## src/rtl/amm_traffic_driver.sv

```systemverilog
// Avalon-MM traffic master: turns test commands into write bursts carrying a seeded
// counting pattern, or into read burst requests, and tracks read beats still owed.
module amm_traffic_driver #(
    parameter int ADDR_W       = 32,
    parameter int DATA_W       = 128,
    parameter int DATA_B_W     = DATA_W / 8,
    parameter int AMM_BURST_W  = 11,
    parameter int MAX_RD_OUTST = 4
) (
    input  logic                   clk_i,
    input  logic                   rst_n_i,
    input  logic                   test_start_i,
    input  logic                   cmd_valid_i,
    output logic                   cmd_ready_o,
    input  logic                   cmd_op_i,
    input  logic [ADDR_W-1:0]      cmd_addr_i,
    input  logic [AMM_BURST_W-1:0] cmd_burstcount_i,
    input  logic [DATA_B_W-1:0]    cmd_byteenable_i,
    input  logic [31:0]            cmd_seed_i,
    output logic [ADDR_W-1:0]      address_o,
    output logic                   read_o,
    output logic                   write_o,
    output logic [AMM_BURST_W-1:0] burstcount_o,
    output logic [DATA_B_W-1:0]    byteenable_o,
    output logic [DATA_W-1:0]      writedata_o,
    input  logic                   waitrequest_i,
    input  logic                   readdatavalid_i,
    output logic                   busy_o,
    output logic                   rdv_err_o,
    output logic [1:0]             dbg_state_o
);

    // Handshakes: a command transfers on an edge where cmd_valid_i && cmd_ready_o;
    // an Avalon beat/request transfers on an edge where (write_o || read_o) && !waitrequest_i.

    localparam int LANES = DATA_W / 32;
    localparam int PTR_W = $clog2(MAX_RD_OUTST);
    localparam int OUT_W = $clog2(MAX_RD_OUTST) + 1;
    localparam logic [OUT_W-1:0] MAX_CNT = OUT_W'(MAX_RD_OUTST);

    typedef enum logic [1:0] {
        S_IDLE = 2'd0,
        S_WR   = 2'd1,
        S_RD   = 2'd2
    } state_t;

    state_t                 state;
    logic [31:0]            seed_r;
    logic [AMM_BURST_W-1:0] beat_idx;
    logic [AMM_BURST_W-1:0] beat_nxt;
    logic [AMM_BURST_W-1:0] fifo_mem [MAX_RD_OUTST];
    logic [PTR_W-1:0]       wr_ptr;
    logic [PTR_W-1:0]       rd_ptr;
    logic [OUT_W-1:0]       outst;
    logic [AMM_BURST_W-1:0] head_cnt;
    logic                   push;
    logic                   rdv_ok;
    logic                   pop;

    assign beat_nxt    = beat_idx + 1'b1;
    assign cmd_ready_o = (state == S_IDLE) && (outst < MAX_CNT);
    assign busy_o      = (state != S_IDLE) || (outst != '0);
    assign dbg_state_o = state;

    // A read request leaving the bus is a burst we now owe beats for.
    assign push   = (state == S_RD) && !waitrequest_i;
    assign rdv_ok = readdatavalid_i && (outst != '0);
    assign pop    = rdv_ok && ((head_cnt + 1'b1) == fifo_mem[rd_ptr]);

    always_ff @(posedge clk_i or negedge rst_n_i) begin
        if (!rst_n_i) begin
            state        <= S_IDLE;
            read_o       <= 1'b0;
            write_o      <= 1'b0;
            address_o    <= '0;
            burstcount_o <= '0;
            byteenable_o <= '0;
            writedata_o  <= '0;
            seed_r       <= '0;
            beat_idx     <= '0;
        end else begin
            case (state)
                S_IDLE: begin
                    if (cmd_valid_i && cmd_ready_o && (cmd_burstcount_i != '0)) begin
                        address_o    <= cmd_addr_i;
                        burstcount_o <= cmd_burstcount_i;
                        beat_idx     <= '0;
                        seed_r       <= cmd_seed_i;
                        if (cmd_op_i) begin
                            state        <= S_RD;
                            read_o       <= 1'b1;
                            byteenable_o <= '1;
                        end else begin
                            state        <= S_WR;
                            write_o      <= 1'b1;
                            byteenable_o <= cmd_byteenable_i;
                            writedata_o  <= {LANES{cmd_seed_i}};
                        end
                    end
                end
                S_WR: begin
                    if (!waitrequest_i) begin
                        if (beat_idx == burstcount_o - 1'b1) begin
                            write_o <= 1'b0;
                            state   <= S_IDLE;
                        end else begin
                            beat_idx    <= beat_nxt;
                            writedata_o <= {LANES{seed_r + 32'(beat_nxt)}};
                        end
                    end
                end
                S_RD: begin
                    if (!waitrequest_i) begin
                        read_o <= 1'b0;
                        state  <= S_IDLE;
                    end
                end
                default: state <= S_IDLE;
            endcase
        end
    end

    always_ff @(posedge clk_i or negedge rst_n_i) begin
        if (!rst_n_i) begin
            for (int i = 0; i < MAX_RD_OUTST; i++) fifo_mem[i] <= '0;
            wr_ptr    <= '0;
            rd_ptr    <= '0;
            outst     <= '0;
            head_cnt  <= '0;
            rdv_err_o <= 1'b0;
        end else begin
            if (push) begin
                fifo_mem[wr_ptr] <= burstcount_o;
                wr_ptr           <= wr_ptr + 1'b1;
            end
            if (rdv_ok) begin
                if (pop) begin
                    head_cnt <= '0;
                    rd_ptr   <= rd_ptr + 1'b1;
                end else begin
                    head_cnt <= head_cnt + 1'b1;
                end
            end
            if (push && !pop) outst <= outst + 1'b1;
            else if (pop && !push) outst <= outst - 1'b1;
            // A stray beat outranks a simultaneous clear so the error is never lost.
            if (readdatavalid_i && (outst == '0)) rdv_err_o <= 1'b1;
            else if (test_start_i) rdv_err_o <= 1'b0;
        end
    end

endmodule

```

## config.mk

```make
export PLATFORM = sky130hd
export DESIGN_NAME = amm_traffic_driver
export DESIGN_NICKNAME = d
export VERILOG_FILES = /design/src/rtl/amm_traffic_driver.sv
export SDC_FILE = /design/constraint.sdc
export NUM_CORES = 1
export LEC_CHECK = 0
export ABC_AREA = 1
export CORE_UTILIZATION = 30
export DETAILED_ROUTE_END_ITERATION = 12
export PLACE_DENSITY = 0.6
export RECOVER_POWER = 100
export SYNTH_ARGS = -nofsm -noshare
export SYNTH_HDL_FRONTEND = slang
export SYNTH_SLANG_ARGS = --single-unit
export TNS_END_PERCENT = 1
```

## constraint.sdc

```tcl
create_clock -name clk_i -period 3.2 [get_ports clk_i]
set_clock_uncertainty 0.15 [all_clocks]
set_input_delay 0.64 -clock clk_i [delete_from_list [all_inputs] [get_ports clk_i]]
set_output_delay 0.64 -clock clk_i [all_outputs]
set_load 0.02 [all_outputs]
```

==> results of run 1 <==
==> cells in the mapped netlist, types with 9 or more instances <==
cell type,number
a21oi_1,9
clkbuf_1,36
o21ai_1,14
xnor2_1,10
o21ai_0,120
nand2_1,694
buf_4,102
nand3_1,91
nor3_1,11
nor2_2,9
buf_2,12
nand4_1,44
nor2_1,77
xor2_1,13
dfrtp_1,201
ha_1,19
inv_1,138
==> worst max-delay path, stage by stage, from the launching register on <==
cell and delay, ns:
dfrtp_1 0.51, nor2_4 0.27, inv_1 0.18, nor2_1 0.13, clkdlybuf4s50_1 0.62
==> per-layer routing <==
layer | part of all wire | GRT usage | wire [microns] | up-vias
met5 | 0 | 0 | 0 | -
met4 | 0.020 | 0.0403 | 727 | 0
met3 | 0.059 | 0.0321 | 2150 | 46
met2 | 0.45 | 0.286 | 16200 | 326
met1 | 0.47 | 0.254 | 17100 | 5076
li1 | - | - | - | 5495
==> cell families after synthesis <==
logic type,after synthesis
AO/OA/AOI/OAI,154
XOR/XNOR,23
adder cells (fa/ha/maj),21
buffers and inverters,300
flip-flops,201
multiplexers,1
AND/OR/NAND/NOR,952
==> final cells by class <==
| type | count | area [sq um] | area share |
|---|---|---|---|
| clock inverter | 12 | 225 | 0.0144 |
| inverter | 143 | 537 | 0.0343 |
| multi-input combinational | 1151 | 5350 | 0.342 |
| sequential | 201 | 5030 | 0.321 |
| clock buffer | 31 | 698 | 0.0446 |
| tap | 518 | 648 | 0.0414 |
| timing repair buffer | 324 | 3170 | 0.202 |
==> state kept, by name, summed over array words and instances, names as in the netlist <==
name and count:
write_o 1, rdv_err_o 1, seed_r 32, writedata_o 32
burstcount_o 11, fifo_mem 44, beat_idx 11, byteenable_o 16
wr_ptr 2, rd_ptr 2, dbg_state_o 2, read_o 1
outst 3, head_cnt 11, address_o 32
==> worst min-delay path by stage <==
stage | endpoint | slack [ns] | depth (start not counted)
3_3_place_gp | fifo_mem[41] | 0.31 | 2
3_5_place_dp | address_o[19] | 0.32 | 2
2_1_floorplan | address_o[0] | 0.19 | 0
5_1_grt | fifo_mem[13] | 0.34 | 2
4_1_cts | address_o[2] | 0.33 | 2
6_report | address_o[2] | 0.33 | 2
==> repair_timing <==
item	CTS	global route
resized for setup	4	21
hold endpoints to repair	45	0
pin swaps	0	3
gates cloned	0	0
setup buffers	0	2
setup endpoints to repair	2	26
hold buffers	1	0
==> where the power goes <==
part	total [mW]	internal, mW	switching (mW)
clock	3.16	2.03	1.13
sequential	4.57	3.57	1.00
combinational	7.72	2.95	4.77
==> metrics, run 1 <==
post-synth top area share=0.426; H-tree depth=1; Worst Path Required=2.41 ns; hold path start=address_o[2]; starting density of the core=0.305; Post-Synthesis Cells=1652; Setup TNS=0 ns; post-synthesis register bit count=201; reg2reg start=beat_idx[0]; initial antenna violation count=0; largest family of logic cells by synthesized area=simple AND/OR/NAND/NOR gates; register area share after synthesis=0.426; crit path DAT=2.25 ns; pre-CTS setup slack=-0.259 ns; routability cong.=0.942; Tcrit/Tclk final=0.949; largest net degree at the start of global routing=77; die height=200 microns; final setup margin=0.163 ns; CP endpoint=cmd_ready_o; io pins=292; Final Non-Filler Cells=2380; CTS clk-pin slew, worst paths=0.06 ns; global-route usage over all layers=0.180; first-pass GRT wire length=58700 microns; max-slew violations=0; crit path from=dbg_state_o[1]; Die W=200 microns; DRT Pass-1 Iters=5; Starting DRT DRC Count=666; GR Overflow Total=0; status=completed; # DRC=0; post-synth top area cell=dfrtp_1; Bufs on Longest Clock Path=3; fin crit period=3.04 ns; post-synthesis net count=1771; EDFF count, synth=0; largest cells by area after synthesis=dfrtp_1 43%, nand2_1 22%, buf_4 6.5%, o21ai_0 5.1%, inv_1 4.4%; placed insts=2334; Final Cell Area=15700 sq um; Yosys warnings=0; die area=40200 sq um; clk root buf=clkbuf_16; Startpoint Class=flop; crit-path max FO=5; CP Capture Type=output port; routed via count=10900; worst vdd ir=0.491 mV; Tot Pwr=15.4 mW; Clock Sinks=201; CTS tree=built; DR WL/cell=15.2 microns; WHS=0.326 ns; drt via density=4.60; mux cell area share after synthesis=0.000953; FF-to-FF path depth=17; Rel. slew slack=0.123; most common cell after layout, fill and taps aside=nand2_1; Tightest Pin Transition=1.32 ns; final setup vio count=0; total core area=38700 sq um; r2r setup slk=0.20 ns; Synth Cell Area=11800 sq um; Post-synth ARST share=1.00; simple-gate share of the synthesized area=0.335; final net count=1965; endpoints failing hold=0; hpwl dp=27300 microns; Synth Area in XOR/XNOR=0.0171; Compound-Gate Fraction of Synth Area=0.0674; share of cells above drive strength 1=0.0634; Detail Route Antenna Nets=0; RSZ-0062 raised after global routing=yes; Post-synth top flop=dfrtp_1; Max-Cap Viols=0; vias in the first global route=10600; ANT cells=0; area grow syn2layout=32.5%; Rows=72; # fillers=4033; clock latency on the worst-skew pair=0.54 ns; fmax=0.329 GHz; total routed wirelength=36300 microns; adder-cell share of the synthesized area=0.0235; mean cell area of the mapped netlist=7.15 sq um; Yosys cell types=36; dpl cell area=14700 sq um; post-layout util=0.404; min-delay worst type=reg -> reg; FF-to-FF End=writedata_o[103]; Power Density=987 nW/um^2; Port Buf Inserts=291; critical path type=reg -> out; most frequent cells in the layout=692 x nand2_1, 201 x dfrtp_1, 195 x dlygate4sd3_1, 139 x inv_1, 131 x o21ai_0; CTS Buf Count=25; Pleak=7.87 nW
Power figures use the tool's default switching activity.
==> inputs of run 2 (changes only) <==
Settings changed: CTS_CLUSTER_DIAMETER set to 200.
==> results of run 2 <==
Same layout as run 1: the final DEF is identical, and so are final timing and power.
==> edit, RTL diff (flow settings as in run 1) <==
`MAX_RD_OUTST`: 4 -> 8.
--- a/src/rtl/amm_traffic_driver.sv
+++ b/src/rtl/amm_traffic_driver.sv
@@ -5,7 +5,7 @@
     parameter int DATA_W       = 128,
     parameter int DATA_B_W     = DATA_W / 8,
     parameter int AMM_BURST_W  = 11,
-    parameter int MAX_RD_OUTST = 4
+    parameter int MAX_RD_OUTST = 8
 ) (
     input  logic                   clk_i,
     input  logic                   rst_n_i,
Check against the original RTL: no difference found for any inputs over 4 cycles, from zero or initial values and one cycle with rst_n_i low; that may be too few to reach the edited logic, so the function may still have changed.
==> edit against run 1 <==
  * The flow now finishes with violations (max-capacitance violations, max-slew violations)
  * Routed wire length is 22% higher
  * Worst setup slack better by 0.036 ns
  * Largest cell class unchanged
  * Synthesized area grew 20%
  * Hold slack better by 0.0016 ns
  * Sequential cell count is 47 higher
  * Critical path type unchanged
  * Synthesized cell count is 20% higher
  * Design area increased by 19%
  * Die area is 20% higher
Power is not compared: it rests on default switching activity, and its combinational part moved more than twofold at a synthesized area within 25%.
==> edit: results <==
metrics = {
    "status": {
        "status": "finished with violations",
        "failed_checks": "max-capacitance violations, max-slew violations",
    },
    "timing": {
        "worstMarginPinSlew_ns": 1.740,
        "fin_hold_ws_ns": 0.3273,
        "finalMaxSlewViolations": 62,
    },
    "setup_path": {
        "cp.arrival_ns": 2.21,
        "r2r_start": "beat_idx[1]",
        "crit_path_max_fanout": 4,
        "r2r_slack_ns": 0.22,
        "r2r-end": "writedata_o[124]",
        "cp-startpoint": "outst[0]",
        "r2r.worst_path.cells": 20,
    },
    "min_path": {
        "hold_start": "address_o[0]",
        "hold_end": "address_o[0]",
    },
    "global_routing": {
        "grt_pass1_vias": 13000,
        "grt_max_degree": 67,
        "grt_usage": 0.1817,
        "antenna_found_initial": 1,
        "grt_first_pass_wirelength_microns": 69370,
    },
    "clock_tree": {
        "numCtsBuffers": 30,
        "insertion_delay_ns": 0.57,
        "path_clk_slew_ns": 0.06,
    },
    "cells_and_area": {
        "largest_reg_flops": 88,
        "fillers": 4813,
        "num-nets-final": 2341,
        "drive_above_1_share": 0.09058,
    },
    "yosys": {
        "synth.area.top_cells": "dfrtp_1 (44%), nand2_1 (22%), buf_4 (5.2%)",
        "synth_nets": 2105,
        "synth_common_cells": "nand2_1 (824), dfrtp_1 (248), inv_1 (148)",
        "synth_cell_types": 37,
    },
    "detailed_routing": {
        "wl_microns": 44080,
        "via_per_inst": 4.622,
        "drt-pass1-iter-count": 6,
        "drt_iter0_markers": 817,
        "drc": 0,
    },
    "power": {
        "p_leak_uw": 0.009032,
    },
    "placed_design": {
        "gp_congestion": 0.9009,
        "post-dp-hpwl_microns": 31760,
    },
    "job": {
        "max_cap_violations": 1,
    },
}
edit: cell count changes after synthesis, sizes merged, moves of 13 or more:
cell / change
o21ai: +24
a21oi: +13
inv: +16
dfrtp: +47
clkbuf: +14
nand2: +129
nor2: +40
nand3: +38
edit: routing by layer:
metal	GRT usage	routed length, microns	vias up
met5	0	0	-
met4	0.06944	1741	0
met3	0.03867	2541	84
met2	0.2995	20600	340
met1	0.2314	19200	6121
li1	-	-	6622
edit: repair_timing:
action                                 in CTS  in global routing
pin swaps                                   0                  8
cloned                                      0                  1
setup endpoints to repair                   7                 28
buffers inserted                            0                  4
endpoints found under the hold margin      61                  0
gates resized for setup                     2                 44
hold buffers                                1                  0
edit: worst max-delay path by stage:
stage	endpoint	slack [ns]	cells past startpoint
finish	busy_o	0.20	4
global route	outst[3]	-0.04	21
CTS	writedata_o[125]	0.009	22
detailed placement	writedata_o[124]	-0.02	21
global placement	outst[3]	0.006	17
floorplan	outst[3]	0.22	20
edit: layout make-up:
class | count | area (sq um) | share of cell area
inverters | 160 | 609.3 | 0.03270
diodes | 1 | 2.502 | 0.0001343
clock inverters | 11 | 120.1 | 0.006447
well taps | 607 | 759.5 | 0.04076
repair buffers | 384 | 3684 | 0.1977
multi-input cells | 1398 | 6380 | 0.3424
clock buffers | 40 | 869.6 | 0.04667
flip-flops and latches | 248 | 6207 | 0.3332
edit: kinds of logic (layout without fill, tap and decap cells):
group | count (synthesis) | in the layout | share of synthesized area
simple gates | 1170 | 1170 | 0.3417
xor+xnor | 22 | 22 | 0.01360
compound gates | 185 | 185 | 0.06613
flops | 248 | 248 | 0.4379
fa+ha+maj | 21 | 21 | 0.01960
buf+inv | 340 | 595 | 0.1210
other cells | 0 | 1 | 0
edit: critical path: stages, from the launching register on:
cell and delay (ns):
dfrtp_1 0.43, nor4_1 0.44, buf_4 0.20, nand2_1 0.04, clkdlybuf4s50_1 0.54
edit: per-stage QoR:
stage          instance area [sq um]  setup TNS (ns)  setup slack [ns]    util  cells
2_1_floorplan                  14170               0            0.2170       -   1986
3_3_place_gp                   17490               0          0.005962  0.3758   2791
3_5_place_dp                   17490        -0.05108          -0.01820  0.3758   2791
4_1_cts                        18500               0          0.009114  0.3973   2843
5_1_grt                        18630         -0.2243          -0.04365  0.4001   2848
6_report                       18630               0            0.1988  0.4002   2849
edit: where the power goes:
group / internal, uW / total [uW] / switching (uW)
clock: 2050 / 3460 / 1410
sequential: 3390 / 3680 / 292
combinational: 1640 / 3810 / 2170
total: 7080 / 11000 / 3870
